File: src/rtl/neuron_train_ctrl.sv
// rtl/neuron_train_ctrl.sv - FP/BP phase sequencer for one sigmoid output neuron
// Optional misclassification counter: NEURON_TRAIN_CTRL_ACC_CNT_EN
module neuron_train_ctrl #(
   parameter int N         = 30,
   parameter int BITS      = 32,
   parameter int SW        = 16,
   parameter int FP_CYCLES = N / 2 + 4,
   parameter int BP_CYCLES = N + 4
) (
   input  logic            clk,
   input  logic            rst_n,
   input  logic            start,
   input  logic            train,
   input  logic [SW-1:0]   num_samples,
   input  logic            abort,
   input  logic [BITS-1:0] yhat,
   input  logic [BITS-1:0] y_true,
   output logic            fp,
   output logic            bp,
   output logic [SW-1:0]   sample_idx,
   output logic            y_latch,
   output logic            w_we,
   output logic            busy,
   output logic            done,
   output logic [SW-1:0]   err_cnt
);

   typedef enum logic [2:0] {
      S_IDLE, S_FSETUP, S_FWD, S_BSETUP, S_BWD, S_WB, S_NEXT, S_DONE
   } state_t;

   state_t        r_state;
   state_t        w_state_nxt;
   logic [7:0]    r_cnt;
   logic [7:0]    w_cnt_nxt;
   logic [SW-1:0] r_idx;
   logic [SW-1:0] w_idx_nxt;
   logic [SW-1:0] r_num;
   logic          r_train;
   logic          r_fp;
   logic          r_bp;
   logic          r_y_latch;
   logic          r_w_we;
   logic          r_busy;
   logic          r_done;
   logic          w_accept;
   logic          w_last;

   assign w_accept = (r_state == S_IDLE) && start && !abort;
   assign w_last   = (r_idx == (r_num - SW'(1)));

   always_comb begin
      w_state_nxt = r_state;
      w_cnt_nxt   = r_cnt;
      w_idx_nxt   = r_idx;
      if (r_state != S_IDLE && abort) begin
         w_state_nxt = S_IDLE;
      end else begin
         case (r_state)
            S_IDLE: begin
               if (w_accept) begin
                  w_idx_nxt   = '0;
                  w_state_nxt = (num_samples == '0) ? S_DONE : S_FSETUP;
               end
            end
            S_FSETUP: begin
               w_state_nxt = S_FWD;
               w_cnt_nxt   = 8'(FP_CYCLES - 1);
            end
            S_FWD: begin
               if (r_cnt == 8'd0) w_state_nxt = r_train ? S_BSETUP : S_NEXT;
               else               w_cnt_nxt   = r_cnt - 8'd1;
            end
            S_BSETUP: begin
               w_state_nxt = S_BWD;
               w_cnt_nxt   = 8'(BP_CYCLES - 1);
            end
            S_BWD: begin
               if (r_cnt == 8'd0) w_state_nxt = S_WB;
               else               w_cnt_nxt   = r_cnt - 8'd1;
            end
            S_WB, S_NEXT: begin
               if (w_last) begin
                  w_state_nxt = S_DONE;
               end else begin
                  w_idx_nxt   = r_idx + SW'(1);
                  w_state_nxt = S_FSETUP;
               end
            end
            S_DONE:  w_state_nxt = S_IDLE;
            default: w_state_nxt = S_IDLE;
         endcase
      end
   end

   // Outputs are decoded from the next state so they line up with the state register.
   always_ff @(posedge clk or negedge rst_n) begin
      if (!rst_n) begin
         r_state   <= S_IDLE;
         r_cnt     <= '0;
         r_idx     <= '0;
         r_num     <= '0;
         r_train   <= 1'b0;
         r_fp      <= 1'b0;
         r_bp      <= 1'b0;
         r_y_latch <= 1'b0;
         r_w_we    <= 1'b0;
         r_busy    <= 1'b0;
         r_done    <= 1'b0;
      end else begin
         r_state   <= w_state_nxt;
         r_cnt     <= w_cnt_nxt;
         r_idx     <= w_idx_nxt;
         if (w_accept) begin
            r_train <= train;
            r_num   <= num_samples;
         end
         r_fp      <= (w_state_nxt == S_FWD) || (w_state_nxt == S_BSETUP);
         r_bp      <= (w_state_nxt == S_BSETUP) || (w_state_nxt == S_BWD);
         r_y_latch <= (w_state_nxt == S_BSETUP) || (w_state_nxt == S_NEXT);
         r_w_we    <= (w_state_nxt == S_WB);
         r_busy    <= (w_state_nxt != S_IDLE);
         r_done    <= (w_state_nxt == S_DONE);
      end
   end

   assign fp         = r_fp;
   assign bp         = r_bp;
   assign sample_idx = r_idx;
   assign y_latch    = r_y_latch;
   assign w_we       = r_w_we;
   assign busy       = r_busy;
   assign done       = r_done;

`ifdef NEURON_TRAIN_CTRL_ACC_CNT_EN
   logic [SW-1:0] r_err_cnt;

   always_ff @(posedge clk or negedge rst_n) begin
      if (!rst_n) begin
         r_err_cnt <= '0;
      end else if (w_accept) begin
         r_err_cnt <= '0;
      end else if (r_y_latch && (yhat != y_true) && (r_err_cnt != '1)) begin
         r_err_cnt <= r_err_cnt + SW'(1);
      end
   end

   assign err_cnt = r_err_cnt;
`else
   logic w_unused_labels;

   assign w_unused_labels = ^{yhat, y_true};
   assign err_cnt         = '0;
`endif

endmodule

File: config.mk
export PLATFORM = sky130hd
export DESIGN_NAME = neuron_train_ctrl
export DESIGN_NICKNAME = d
export VERILOG_FILES = /design/src/rtl/neuron_train_ctrl.sv
export SDC_FILE = /design/constraint.sdc
export NUM_CORES = 1
export LEC_CHECK = 0
export CORE_ASPECT_RATIO = 1.4
export CORE_MARGIN = 3
export CORE_UTILIZATION = 32
export DETAILED_ROUTE_END_ITERATION = 16
export PLACE_DENSITY = 0.64
export SYNTH_ARGS = -nofsm -noshare
export SYNTH_HDL_FRONTEND = slang
export SYNTH_SLANG_ARGS = --single-unit
File: constraint.sdc
create_clock -name clk -period 4.4 [get_ports clk]
set_input_delay 0.88 -clock clk [delete_from_list [all_inputs] [get_ports clk]]
set_output_delay 0.88 -clock clk [all_outputs]
set_load 0.05 [all_outputs]
After elaboration in Yosys (flattened, before gate mapping)
Cells that the tools add are included.
{ "word_totals": {"regBits": 50, "latchBits": 0, "ram_bits": 0, "rom_bits": 0, "inputBits": 85, "out_inout_bits": 38, "word_cells": 63, "memories": 0} }
{ "classes": {"addsub": 3, "n_mul": 0, "div": 0, "n_lt_le_gt_ge": 0, "n_eq_ne": 17, "shifts": 0, "mux": 13, "bitwise_logic": 1, "reduce_logical": 18} }
{ "ops": {"columns": ["operator", "n"], "rows": [
  ["$mux 16", 2],
  ["$pmux 16 s2", 1],
  ["$eq 3x3->1 const B", 8],
  ["$pmux 8 s3", 1],
  ["$mux 3", 7],
  ["$pmux 3 s7", 1],
  ["$add 16x1->16 const B", 1],
  ["$eq 16x16->1", 1],
  ["$logic_not 16->1", 1],
  ["$sub 16x1->16 const B", 1],
  ["$eq 3x2->1 const B", 4],
  ["$reduce_bool 3->1", 3],
  ["$logic_not 8->1", 1],
  ["$mux 8", 1],
  ["$sub 8x1->8 const B", 1],
  ["$ne 2x2->1 const B", 3],
  ["$reduce_and 4->1", 1],
  ["$reduce_or 2->1", 2],
  ["$eq 3x1->1 const B", 1],
  ["$logic_and 1x1->1", 3],
  ["$logic_not 3->1", 1],
  ["$logic_or 1x1->1", 3],
  ["$reduce_and 3->1", 1],
  ["$reduce_bool 2->1", 1],
  ["2 further kinds", 2]
]} }

Logic depth before layout (Yosys ltp)
{ "logic_depth": {"depth_word": 8, "mapped_depth": 12, "mapped_depth_nobuf": 11} }

Worst setup path before layout
OpenSTA, ideal clock, no wires.
{ "synth_path": {"path_kind": "register to register", "startpoint": "register r_num[2]", "endpoint": "register r_idx[6] (netlist: sample_idx[6])", "setup_time_ns": 0.079, "arrival_time_ns": 2.891, "required_ns": 4.321, "setup_slack_ns": 1.430, "path_stages_with_launch": 13, "n_path_buf": 3, "synth_period_minus_slack_ns": 2.970, "cell_sequence": "dfrtp_1 buf_6 or4_1 buf_2 nor3_1 mux2_2 o21ai_1 o2111ai_1 o41a_1 and3_1 buf_2 nand4_1 mux2i_1"} }
{ "synth_between": {"elab_chain_len": 4} }
{ "synth_lines": {"columns": ["element", "line", "text"], "rows": [
  ["from (decl)", "38", "logic [SW-1:0] r_num;"],
  ["from (signal assigned)", "116", "r_num <= num_samples;"],
  ["$sub 16x1->16", "50", "assign w_last = (r_idx == (r_num - SW'(1)));"],
  ["$eq 16x16->1", "50", null],
  ["$ne 2x2->1 (no line)", null, null],
  ["$reduce_and 4->1 (no line)", null, null],
  ["to (signal assigned)", "113", "r_idx <= w_idx_nxt;"],
  ["to (decl)", "36", "logic [SW-1:0] r_idx;"]
]} }
Every way passes these cells.
A chain may end at the register's enable or synchronous reset.

Worst setup path after layout
Ends and elaborated chain as after synthesis.

==> reports/results.tsv <==
metric	value	unit
status	finished, final reports clean	
Routability Congestion	0.909	
drt pass-1 iters	4	
area of the core	9560	um^2
chip width	90.1	um
Antenna Diode Count	0	
grt ovf	0	
reg2reg setup slack	0.95	ns
total global-route track usage	14.3	%
Die Ht	124	um
compound-gate portion of the synthesized area	13.5	%
Arr. time, crit path	3.66	ns
Total Power	2.02	mW
VDD IR max	0.000267	V
Max FO, Critical Path	9	
Placed Cells	537	
ys flop type	dfrtp_1	
post_cts resized	0	
DRC viols	0	
combinational share of power	43.1	%
synth warn	0	
share of post-route cells with drive strength above 1	5.10	%
global-route wire length before repair	12800	um
Adder-Cell Fraction of Synth Area	1.58	%
skew final	0.00533	ns
Max Clk Rate	290	MHz
postcts setup bufs	0	
Antenna Nets Post-Route	0	
Clock transition at path regs	0.06	ns
final non-filler cell total	544	
CP required	4.61	ns
RSZ-0062 raised after global routing	false	
post-synthesis simple-gate area fraction	28.5	%
CTS Buf Count	5	
Post-Route WL	7610	um
Least-Margin Pin Slew	1.14	ns
post-layout min period	3.45	ns
largest net degree at the start of global routing	51	
critical path class	reg2reg	
Yosys cell types	56	
Post-synth EDFFs	0	
clk buf depth	2	
via count	2731	
Final setup viols	0	
Clock Latency Late Sink	0.29	ns
worst-case reg-to-reg path depth	9	
Routed WL per cell	14.0	um
sequential power share	38.9	%
port buffer count	42	
post-synthesis xor/xnor area fraction	7.19	%
Final Util	39.2	%
mapped cell area	3170	um^2
asr flop ratio synth	100	%
Seq cells post-synth	50	
vias in the first global route	2597	
clock share of power	18.0	%
Worst slew margin	24.1	%
NumNets Final	501	
Placed Area	3620	um^2
Hold Buf Count CTS	0	
die area	11100	um^2
internal power	1.14	mW
clk sinks	50	
Setup crit end kind	flip-flop	
Hold Path Stages	2	
syn_area_per_cell	8.35	um^2
Starting Density	33.1	%
sequential share of the synthesized area	39.5	%
cell area after layout	3750	um^2
Root Buffer	clkbuf_16	
post-DP HPWL	5760	um
Lkg Pwr	1.61	nW
Mapped Cells	379	
main combinational cell family by area after synthesis	simple AND/OR/NAND/NOR gates	
power per cell area	537	nW/um^2
DR iter-0 viols	118	
Via density	5.02	
Area Growth Syn to Fin	18.5	%
final-report hold violation count	0	
CTS tree	yes	
H-tree depth	2	
Final TNS setup	0	ns
io pins	123	
pins over their slew limit	0	
CP Launch Type	flip-flop	
initial antenna violation count	0	
switching pwr	0.874	mW
Max-Cap Viols	0	
final worst path period share	78.3	%
Net Sw Frac	43.3	%
site row count	42	
Min-Delay Path Class	reg2reg	
mux cell area share after synthesis	1.94	%
kinds of logic after synthesis:
group,Yosys count
AOI/OAI and AO/OA,64
xor gates and xnor gates,26
adders and majority gates,4
buffers and inverters,44
DFF,50
muxes,6
other,1
and+or+nand+nor,184
cells in the final DEF, fill, tap and decap left out, types with 2 or more instances in the layout:
cell and instances:
o21bai_1 2, clkbuf_1 2, clkbuf_16 5, nand2b_1 8, clkdlybuf4s50_1 41, xnor2_1 14, or3_1 11, o211ai_1 2
nand4b_1 2, nand2_1 74, conb_1 16, xor2_1 12, a31o_2 4, o21ai_0 16, o31ai_1 2, nor2b_1 3
nand3b_1 3, a21oi_1 21, and3_1 6, inv_1 9, nand3_1 12, o221ai_1 3, nor4_1 8, dfrtp_1 50
ha_1 4, nor2_1 31, buf_4 3, or4_1 4, mux2i_1 5, nor3_1 10, nand4_1 4
through the flow:
step	hold WS (ns)	setup slack, ns
finish	0.510	0.953
global route	0.548	0.788
CTS	0.508	1.02
detailed placement	0.487	1.04
global placement	0.494	1.12
floorplan	0.465	1.43
cell type report:
| class | count | area (um^2) |
|---|---|---|
| Clock buffer | 7 | 133 |
| Fill cell | 985 | 5810 |
| Multi-Input combinational cell | 300 | 1730 |
| Inverter | 10 | 37.5 |
| Sequential cell | 50 | 1250 |
| Tap cell | 132 | 165 |
| Timing Repair Buffer | 45 | 438 |
worst paths after layout:
path,end,from
worst max-delay path,sample_idx[6]$_DFFE_PN0P_,r_num[2]$_DFFE_PN0P_
worst min-delay path,r_num[15]$_DFFE_PN0P_,r_num[15]$_DFFE_PN0P_
worst max register to register,sample_idx[6]$_DFFE_PN0P_,r_num[2]$_DFFE_PN0P_
worst min register to register,r_num[15]$_DFFE_PN0P_,r_num[15]$_DFFE_PN0P_
max in group asynchronous,r_num[7]$_DFFE_PN0P_,rst_n
min in group asynchronous,r_state[2]$_DFF_PN0_,rst_n
sequential cells by signal, summed over array words and instances (netlist names):
signal / count
y_latch: 1
bp: 1
fp: 1
r_num: 16
r_train: 1
done: 1
w_we: 1
busy: 1
r_state: 3
sample_idx: 16
r_cnt: 8
worst max-delay path, stage by stage (launching register included):
cell and delay [ns]:
dfrtp_1 0.48, or4_1 0.67, nor3_1 0.35, mux2_2 0.38
o21ai_1 0.26, o2111ai_1 0.16, o41a_1 0.39, and3_1 0.34
nand4_1 0.16, mux2i_1 0.19
power by group through the flow:
stage / logic [mW] / registers [mW] / clock network [mW]
2_1_floorplan: 0.689 / 0.752 / 0
3_3_place_gp: 0.848 / 0.785 / 0
3_5_place_dp: 0.867 / 0.793 / 0
4_1_cts: 0.872 / 0.784 / 0.373
5_1_grt: 0.996 / 0.807 / 0.390
6_report: 0.869 / 0.784 / 0.363
routing by layer:
metal	part of all wire (%)	track usage [%]	routed length, um	vias to the layer above
li1	-	-	-	1358
met1	41	16.6	3140	1306
met2	54	26.6	4090	60
met3	3.7	2.42	282	7
met4	1.4	4.79	103	0
met5	0	0	0	-
synth_stat cells (2+ instances only):
cell      number  share of area [%]
mux2i_1        5                1.6
o221ai_1       3               0.83
o21bai_1       2               0.47
o21ai_0       16                2.5
nor2_1        31                3.7
buf_6          2               0.71
nor2b_1        3               0.59
a21oi_1       21                3.3
buf_4         16                3.8
clkbuf_1      13                1.5
nor4_1         8                1.6
or3_1         11                2.2
xor2_1        12                3.3
inv_1          9                1.1
nor3_1        10                1.6
nand4_1        4               0.79
nand3b_1       3               0.71
and3_1         6                1.2
o211ai_1       2               0.47
a31o_2         4                1.1
xnor2_1       14                3.9
nand3_1       12                1.9
dfrtp_1       50                 40
nand2_1       74                8.8
ha_1           4                1.6
nand2b_1       8                1.6
o31ai_1        2               0.47
nand4b_1       2               0.55
buf_2          2               0.32
or4_1          4               0.95
Power figures use the tool's default switching activity.
